<file path="config.mk">
export PLATFORM = sky130hd
export DESIGN_NAME = fifo_lvl
export DESIGN_NICKNAME = d
export VERILOG_FILES = /design/src/rtl/fifo_lvl.sv
export SDC_FILE = /design/constraint.sdc
export NUM_CORES = 1
export LEC_CHECK = 0
export ABC_AREA = 1
export CAP_MARGIN = 20
export CORE_AREA = 3 3 154 156
export DETAILED_ROUTE_END_ITERATION = 12
export DIE_AREA = 0 0 157 159
export SETUP_SLACK_MARGIN = 0.1
export SLEW_MARGIN = 5
export SYNTH_ARGS = -nofsm -noshare
export SYNTH_HDL_FRONTEND = slang
export SYNTH_SLANG_ARGS = --single-unit
</file>
<file path="constraint.sdc">
create_clock -name clk -period 2.3 [get_ports clk]
set_clock_uncertainty 0.1 [all_clocks]
set_input_delay 0.575 -clock clk [delete_from_list [all_inputs] [get_ports clk]]
set_output_delay 0.575 -clock clk [all_outputs]
set_load 0.02 [all_outputs]
</file>
<file path="src/rtl/fifo_lvl.sv">
// Single-clock FIFO with arbitrary depth, occupancy count, almost-full/empty
// thresholds, synchronous flush, sticky overflow/underflow and empty bypass.
module fifo_lvl #(
    parameter int NUM_ENTRIES = 16,
    parameter int DWIDTH      = 8,
    parameter int AF_THRESH   = NUM_ENTRIES - 2,
    parameter int AE_THRESH   = 2
) (
    input  logic                               clk,
    input  logic                               rst_n,
    input  logic                               push,
    input  logic                               pop,
    input  logic                               flush,
    input  logic                               err_clr,
    input  logic [DWIDTH-1:0]                  idata,
    output logic [DWIDTH-1:0]                  odata,
    output logic                               full,
    output logic                               empty,
    output logic                               almost_full,
    output logic                               almost_empty,
    output logic [$clog2(NUM_ENTRIES+1)-1:0]   count,
    output logic                               overflow,
    output logic                               underflow
);

    localparam int PW = (NUM_ENTRIES > 1) ? $clog2(NUM_ENTRIES) : 1;
    localparam int CW = $clog2(NUM_ENTRIES + 1);

    // Depth need not be a power of two, so the wrap point is compared explicitly.
    function automatic logic [PW-1:0] ptr_inc(input logic [PW-1:0] p);
        logic [PW-1:0] r;
        if (p == PW'(NUM_ENTRIES - 1)) begin
            r = '0;
        end else begin
            r = p + PW'(1);
        end
        return r;
    endfunction

    logic [DWIDTH-1:0] mem_q [0:NUM_ENTRIES-1];
    logic [PW-1:0]     wptr_q, wptr_d;
    logic [PW-1:0]     rptr_q, rptr_d;
    logic [CW-1:0]     count_q, count_d;
    logic              full_q, empty_q, afull_q, aempty_q;
    logic              ovf_q, ovf_d, udf_q, udf_d;
    logic              wr_en_s, rd_en_s, ovf_evt_s, udf_evt_s;

    // Per-cycle operation decode in priority order.
    always_comb begin
        wr_en_s   = 1'b0;
        rd_en_s   = 1'b0;
        ovf_evt_s = 1'b0;
        udf_evt_s = 1'b0;
        wptr_d    = wptr_q;
        rptr_d    = rptr_q;
        count_d   = count_q;
        if (flush) begin
            wptr_d  = '0;
            rptr_d  = '0;
            count_d = '0;
        end else if (empty_q && push && pop) begin
            // Bypass: data flows straight through, state untouched.
            count_d = count_q;
        end else if (full_q && push && pop) begin
            wr_en_s = 1'b1;
            rd_en_s = 1'b1;
        end else if (full_q && push && !pop) begin
            ovf_evt_s = 1'b1;
        end else if (empty_q && pop && !push) begin
            udf_evt_s = 1'b1;
        end else begin
            wr_en_s = push;
            rd_en_s = pop;
            count_d = count_q + CW'(push) - CW'(pop);
        end
        if (wr_en_s) begin
            wptr_d = ptr_inc(wptr_q);
        end else begin
            wptr_d = wptr_d;
        end
        if (rd_en_s) begin
            rptr_d = ptr_inc(rptr_q);
        end else begin
            rptr_d = rptr_d;
        end
    end

    // Sticky error flags: a new event in the same cycle beats err_clr.
    always_comb begin
        ovf_d = ovf_q;
        udf_d = udf_q;
        if (err_clr) begin
            ovf_d = 1'b0;
            udf_d = 1'b0;
        end else begin
            ovf_d = ovf_q;
            udf_d = udf_q;
        end
        if (ovf_evt_s) begin
            ovf_d = 1'b1;
        end else begin
            ovf_d = ovf_d;
        end
        if (udf_evt_s) begin
            udf_d = 1'b1;
        end else begin
            udf_d = udf_d;
        end
    end

    // Pointers, occupancy, status flags (flags derived from next count) and errors.
    always_ff @(posedge clk or negedge rst_n) begin
        if (!rst_n) begin
            wptr_q   <= '0;
            rptr_q   <= '0;
            count_q  <= '0;
            full_q   <= 1'b0;
            empty_q  <= 1'b1;
            afull_q  <= 1'b0;
            aempty_q <= 1'b1;
            ovf_q    <= 1'b0;
            udf_q    <= 1'b0;
        end else begin
            wptr_q   <= wptr_d;
            rptr_q   <= rptr_d;
            count_q  <= count_d;
            full_q   <= (count_d == CW'(NUM_ENTRIES));
            empty_q  <= (count_d == CW'(0));
            afull_q  <= (count_d >= CW'(AF_THRESH));
            aempty_q <= (count_d <= CW'(AE_THRESH));
            ovf_q    <= ovf_d;
            udf_q    <= udf_d;
        end
    end

    // Storage array, cleared on reset so the head reads zero until first push.
    always_ff @(posedge clk or negedge rst_n) begin
        if (!rst_n) begin
            for (int i = 0; i < NUM_ENTRIES; i++) begin
                mem_q[i] <= '0;
            end
        end else if (wr_en_s) begin
            mem_q[wptr_q] <= idata;
        end else begin
            mem_q[wptr_q] <= mem_q[wptr_q];
        end
    end

    // Show-ahead head with same-cycle bypass while empty.
    always_comb begin
        if (empty_q && push) begin
            odata = idata;
        end else begin
            odata = mem_q[rptr_q];
        end
    end

    assign full         = full_q;
    assign empty        = empty_q;
    assign almost_full  = afull_q;
    assign almost_empty = aempty_q;
    assign count        = count_q;
    assign overflow     = ovf_q;
    assign underflow    = udf_q;

endmodule

</file>
==> results of run 1 <==
## cell type report
class | instances | area share [%]
inverter | 243 | 7.04
clock inverter | 15 | 1.40
clock buffer | 17 | 3.24
sequential | 147 | 28.1
multi-input combinational | 1146 | 40.9
tap | 285 | 2.71
timing repair buffer | 224 | 16.7
## metrics by stage
| step | setup TNS, ns | instances |
|---|---|---|
| floorplan | 0 | 1609 |
| global placement | -31.40 | 2026 |
| detailed placement | -35.82 | 2026 |
| CTS | -3.64 | 2069 |
| global route | -4.32 | 2077 |
| finish | -3.74 | 2077 |
## synthesized netlist by cell type (all sizes together)
master and count:
o22ai 3, clkbuf 14, o211ai 10, fa 1, buf 59, clkinv 5, nand4 1, o32ai 1
nand3 113, nand3b 1, inv 238, nor2 57, a21boi 4, xnor2 2, ha 10, a21oi 31
or2 7, o21ai 107, dfstp 2, xor2 2, dfrtp 145, and2 1, o21bai 16, nand2 779
## logic make-up after synthesis
logic type | share of synthesized area [%]
simple gates | 38.5
buf+inv | 13.7
compound gates | 9.38
flops | 36.6
fa+ha+maj | 1.44
xor+xnor | 0.349
## flip-flops by register name, summed over array words and instances, names as in the netlist
name	flops
mem_q	128
almost_empty	1
wptr_q	4
underflow	1
empty	1
rptr_q	4
count	5
overflow	1
almost_full	1
full	1
## worst max-delay path by stage
stage                     startpoint               to  slack, ns  depth (start not counted)
6_report       rptr_q[0]$_DFFE_PN0P_         odata[5]      -0.51                         10
5_1_grt        rptr_q[0]$_DFFE_PN0P_         odata[5]      -0.59                         10
4_1_cts        rptr_q[0]$_DFFE_PN0P_         odata[6]      -0.49                          9
3_5_place_dp                    push         odata[7]      -0.57                          7
3_3_place_gp                    push         odata[4]      -0.56                          7
2_1_floorplan                    pop  empty$_DFF_PN1_       0.12                         10
## power groups by stage
stage | sequential [uW] | combinational (uW) | clock, uW
floorplan | 3660 | 3200 | 0
global placement | 3660 | 5450 | 0
detailed placement | 3650 | 5520 | 0
CTS | 3640 | 5830 | 3000
global route | 3750 | 6860 | 3100
finish | 3670 | 6260 | 2960
## layer usage
layer	up-vias	share of wire, %	global-route usage (%)
li1	5219	-	-
met1	4914	42	40.5
met2	463	46	46.8
met3	103	7.4	5.00
met4	0	4.5	13.5
met5	-	0	0
## what timing repair did
item	4_1_cts	5_1_grt
pin swaps	27	50
setup buffers	7	7
endpoints found under the hold margin	28	0
gates cloned	3	2
setup endpoints to repair	16	46
hold buffers	1	0
resized for setup	104	85
## worst min-delay path, delay by kind of cell, from the launching register on
family / cells / cell delay [ns]
and+or+nand+nor: 2 / 0.10
DFF: 1 / 0.35
==> flow_summary.ini, run 1 <==
[synth]
yosysSeqAreaShare_pct = 36.6
synth_cells = 1609
yosys-top-cells-area = dfrtp_1 (36%), nand2_1 (29%), inv_1 (8.7%)
synth-seq-cells = 147
synth_cell_types = 36
netlist_area_um2 = 10100
yosys.area.top_type = dfrtp_1
synth_fp_nets = 1634
avgSynthCellArea_um2 = 6.25
synth_top_area_share_pct = 36.1
yosys_warnings = 0

[timing]
worst_slack_ns = -0.507
fmax_ghz = 0.356
fin_crit_sh_pct = 122
rsz0062_at_grt = true
min_period_ns = 2.81
maxSlewViolCount = 0
hold_ws_ns = 0.381
tightest_slew_ns = 0.525
report.final.setup_viol = 8
slew_headroom_pct = 65.0
final_hold_viol_count = 0

[detailed_routing]
ant_nets = 0
drc = 0
dr.pass1.iters = 6
wire_per_inst_um = 17.9
vias = 10699
drt-vias-per-instance = 5.15
routed_wl_um = 37200
dr.first_iter.drc_count = 1168

[global_routing]
grt_pass1_wl_um = 57700
grt_pass1_vias = 10182
grt_overflow_total = 0
track_usage_pct = 29.9
antenna_found_initial = 0
grt_max_degree = 49

[hold_path]
hold_path_class = flop to flop
hold_depth = 2
hold_start = mem_q[27]$_DFFE_PN0P_
hold_end = mem_q[27]$_DFFE_PN0P_

[power_and_ir_drop]
sequentialPowerShare_pct = 28.5
leakagePower_uw = 0.00767
clkPwrFrac_pct = 23.0
comb_power_share_pct = 48.6
irDropWorstVdd_mv = 0.629
p_total_uw = 12900
swShare_pct = 42.7
intPower_uw = 7380
power_density_nw_per_um2 = 980
switchingPower_uw = 5500

[setup_path]
worst-setup-path-type = flop to output pin
critPathTopFamily = flip-flops
worst_r2r_path_depth = 7
r2r_start = wptr_q[0]$_DFFE_PN0P_
worst-path-buf-inv = 4
cpPeakStageDelay_ns = 0.58
r2r_slack_ns = 0.20
cp-start-kind = flop
arrival_ns = 2.13
crit_chain = clkinv_4, buf_12, buf_12, nand2_4, nand3_2, nand3_2, o211ai_1, nand3_1, nand2_2, buf_6
critPathSlowestCell = dfrtp_4
crit_fanout = 7
crit_path_end_kind = output pin
worstReg2RegEnd = mem_q[36]$_DFFE_PN0P_
cp_data_required_time_ns = 1.62

[cts]
clockBufferDepth = 2
cts_tree = done
cts_sinks = 147
cts_made_buffers = 17
cts_root_buf = clkbuf_16
insertion_delay_ns = 0.44
htree_num_levels = 4
clkSlewWorstSetupHoldPaths_ns = 0.07

[finish]
layout-drive-gt1-share_pct = 19.8
layout_common_cells = nand2_1 (749), inv_1 (230), buf_4 (153), dfrtp_1 (142), nand3_1 (81)
layout.nets = 1804
seqCellArea_um2 = 3690
final_util_pct = 58.4
multi_input_area_um2 = 5370
diodes = 0
nFillCells = 2129
syn_to_final_growth_pct = 30.7
final_common_cell = nand2_1
finish.instance_area_um2 = 13100

[status]
status = finished with violations
violations = negative setup slack

[floorplan]
start_util_pct = 44.7
row_count = 55
die_y_um = 159
die_x_um = 157
dieArea_um2 = 25000
pin_count = 33
core_um2 = 22500

[placed_design]
dpl_worst_slack_ns = -0.570
hpwl_um = 25500
port_buffers = 32
dpl_cell_area_um2 = 11800
gp_congestion = 0.969

[job]
drv_cap = 0
Power figures use the tool's default switching activity.
==> inputs of run 2 (changes only) <==
- CTS_BUF_LIST: unset -> sky130_fd_sc_hd__clkbuf_16
==> results of run 2 <==
The final DEF is identical to that of run 1; final timing and power are the same.
==> inputs of run 3 (changes only) <==
- CAP_MARGIN: 20 -> 30
- DONT_BUFFER_PORTS: unset -> 1
==> run 3 against run 2 <==
Net effect: combinational power fell by 20%; fmax rose by 7.8%; critical path depth fell by 1; worst setup slack improved by 0.20 ns; core utilization fell by 6.6 points; critical path type unchanged; highest routed layer unchanged; sequential share of layout area rose by 3.6 points; the run ends with negative hold slack, negative setup slack left; cell count fell by 7.2%.
==> flow_summary.ini, run 3 (same netlist as run 1, synthesis figures left out) <==
[timing]
maxSlewViolCount = 0
fin_crit_sh_pct = 113
slew_headroom_pct = 64.4
rsz0062_at_grt = true
worst_slack_ns = -0.305
hold_ws_ns = -0.266
final_hold_viol_count = 147
report.final.setup_viol = 8
min_period_ns = 2.61
fin_tns_setup_ns = -1.95
fmax_ghz = 0.384
tightest_slew_ns = 0.533

[detailed_routing]
drt-vias-per-instance = 5.21
dr.pass1.iters = 6
drc = 0
ant_nets = 0
wire_per_inst_um = 17.1
routed_wl_um = 33000
dr.first_iter.drc_count = 904
vias = 10036

[setup_path]
cp-start-kind = flop
crit_path_end_kind = output pin
cp_data_required_time_ns = 1.62
worst-setup-path-type = flop to output pin
arrival_ns = 1.93
crit_fanout = 32
worst_r2r_path_depth = 14

[global_routing]
grt_pass1_wl_um = 52000
grt_max_degree = 148
antenna_found_initial = 0
track_usage_pct = 26.6
grt_overflow_total = 0
grt_pass1_vias = 9267

[cts]
cts_sinks = 147
htree_num_levels = 4
clkSlewWorstSetupHoldPaths_ns = 0.07
clockBufferDepth = 2
cts_made_buffers = 17
insertion_delay_ns = 0.43
cts_root_buf = clkbuf_16
cts_tree = done

[power_and_ir_drop]
intPower_uw = 6620
swShare_pct = 43.3
sequentialPowerShare_pct = 32.4
clkPwrFrac_pct = 25.0
power_density_nw_per_um2 = 1000
switchingPower_uw = 5060
irDropWorstVdd_mv = 0.706
comb_power_share_pct = 42.6
leakagePower_uw = 0.00688

[finish]
largest_reg_flops = 128
top_register = mem_q
layout_common_cells = nand2_1 (757), inv_1 (231), dfrtp_1 (143), nand3_1 (89), o21ai_0 (57)
final_util_pct = 51.8
layout.nets = 1655
nFillCells = 2227
layout-drive-gt1-share_pct = 12.2
syn_to_final_growth_pct = 15.9
multi_input_area_um2 = 5250
diodes = 0
seqCellArea_um2 = 3680
final_common_cell = nand2_1

[placed_design]
port_buffers = 0
hpwl_um = 21700
gp_congestion = 0.844

[floorplan]
start_util_pct = 44.7
core_um2 = 22500
pin_count = 33
die_x_um = 157
die_y_um = 159
row_count = 55
dieArea_um2 = 25000

[status]
violations = negative hold slack, negative setup slack
status = finished with violations

[hold_path]
hold_path_class = input pin to asynchronous set/reset pin

[job]
drv_cap = 0
-- run 3: cell count changes in the layout (fill, tap and decap cells not counted), sizes merged --
cell / previous run / this run
buf: 198 / 75
clkbuf: 19 / 17
clkdlybuf4s50: 19 / 0
clkinv: 5 / 6
clkinvlp: 2 / 3
dlygate4sd2: 4 / 0
dlygate4sd3: 1 / 0
inv: 249 / 247
-- run 3: layer usage --
metal	up-vias	GRT usage (%)	share of wire, %
li1	4912	-	-
met1	4662	37.2	44
met2	390	41.7	46
met3	72	4.10	6.6
met4	0	9.99	3.7
met5	-	0	0
-- run 3: worst max-delay path, stage by stage (launching register included) --
cell and delay [ns]:
dfrtp_2 0.47, buf_12 0.24, nor2_1 0.07, nor2_1 0.09, o21ai_0 0.09, nand3_1 0.11
nand3_1 0.10, nand2_2 0.11, nand2_1 0.06, nand2_2 0.13
-- run 3: worst paths after layout --
check                      slack, ns                    end                   from
max in group asynchronous       2.08  mem_q[82]$_DFFE_PN0P_                  rst_n
max                            -0.31               odata[6]  rptr_q[0]$_DFFE_PN0P_
min in group clk                0.10  rptr_q[2]$_DFFE_PN0P_                  flush
max reg2reg                     0.09        empty$_DFF_PN1_     count[0]$_DFF_PN0_
min                            -0.27  mem_q[97]$_DFFE_PN0P_                  rst_n
min reg2reg                     0.38  mem_q[90]$_DFFE_PN0P_  mem_q[90]$_DFFE_PN0P_
-- run 3: repair_timing --
action | CTS | global route
setup endpoints to repair | 8 | 60
setup buffers | 2 | 1
gates cloned | 4 | 0
resized for setup | 50 | 42
hold endpoints to repair | 147 | 147
pin swaps | 10 | 17
-- run 3: area by class of cell --
class	count	share of cell area [%]
tap	285	3.06
multi-input combinational	1146	45.0
sequential	147	31.6
timing repair buffer	75	7.27
clock inverter	15	1.44
inverter	243	7.91
clock buffer	17	3.65
-- run 3: through the flow --
step	setup slack, ns	power, uW	instances	instance area, um2
after floorplan	0.124	6860	1609	10100
after global placement	-0.00408	8110	1889	10700
after detailed placement	-0.0298	8170	1889	10700
after CTS	-0.303	11500	1927	11500
after global routing	-0.383	12400	1928	11600
final	-0.305	11700	1928	11600
-- run 3: power groups by stage --
stage / registers, uW / logic (uW) / clock network [uW]
after detailed placement: 3790 / 4380 / 0
after global placement: 3810 / 4300 / 0
final: 3790 / 4980 / 2920
after CTS: 3770 / 4740 / 2950
after global routing: 3860 / 5490 / 3060
after floorplan: 3660 / 3200 / 0
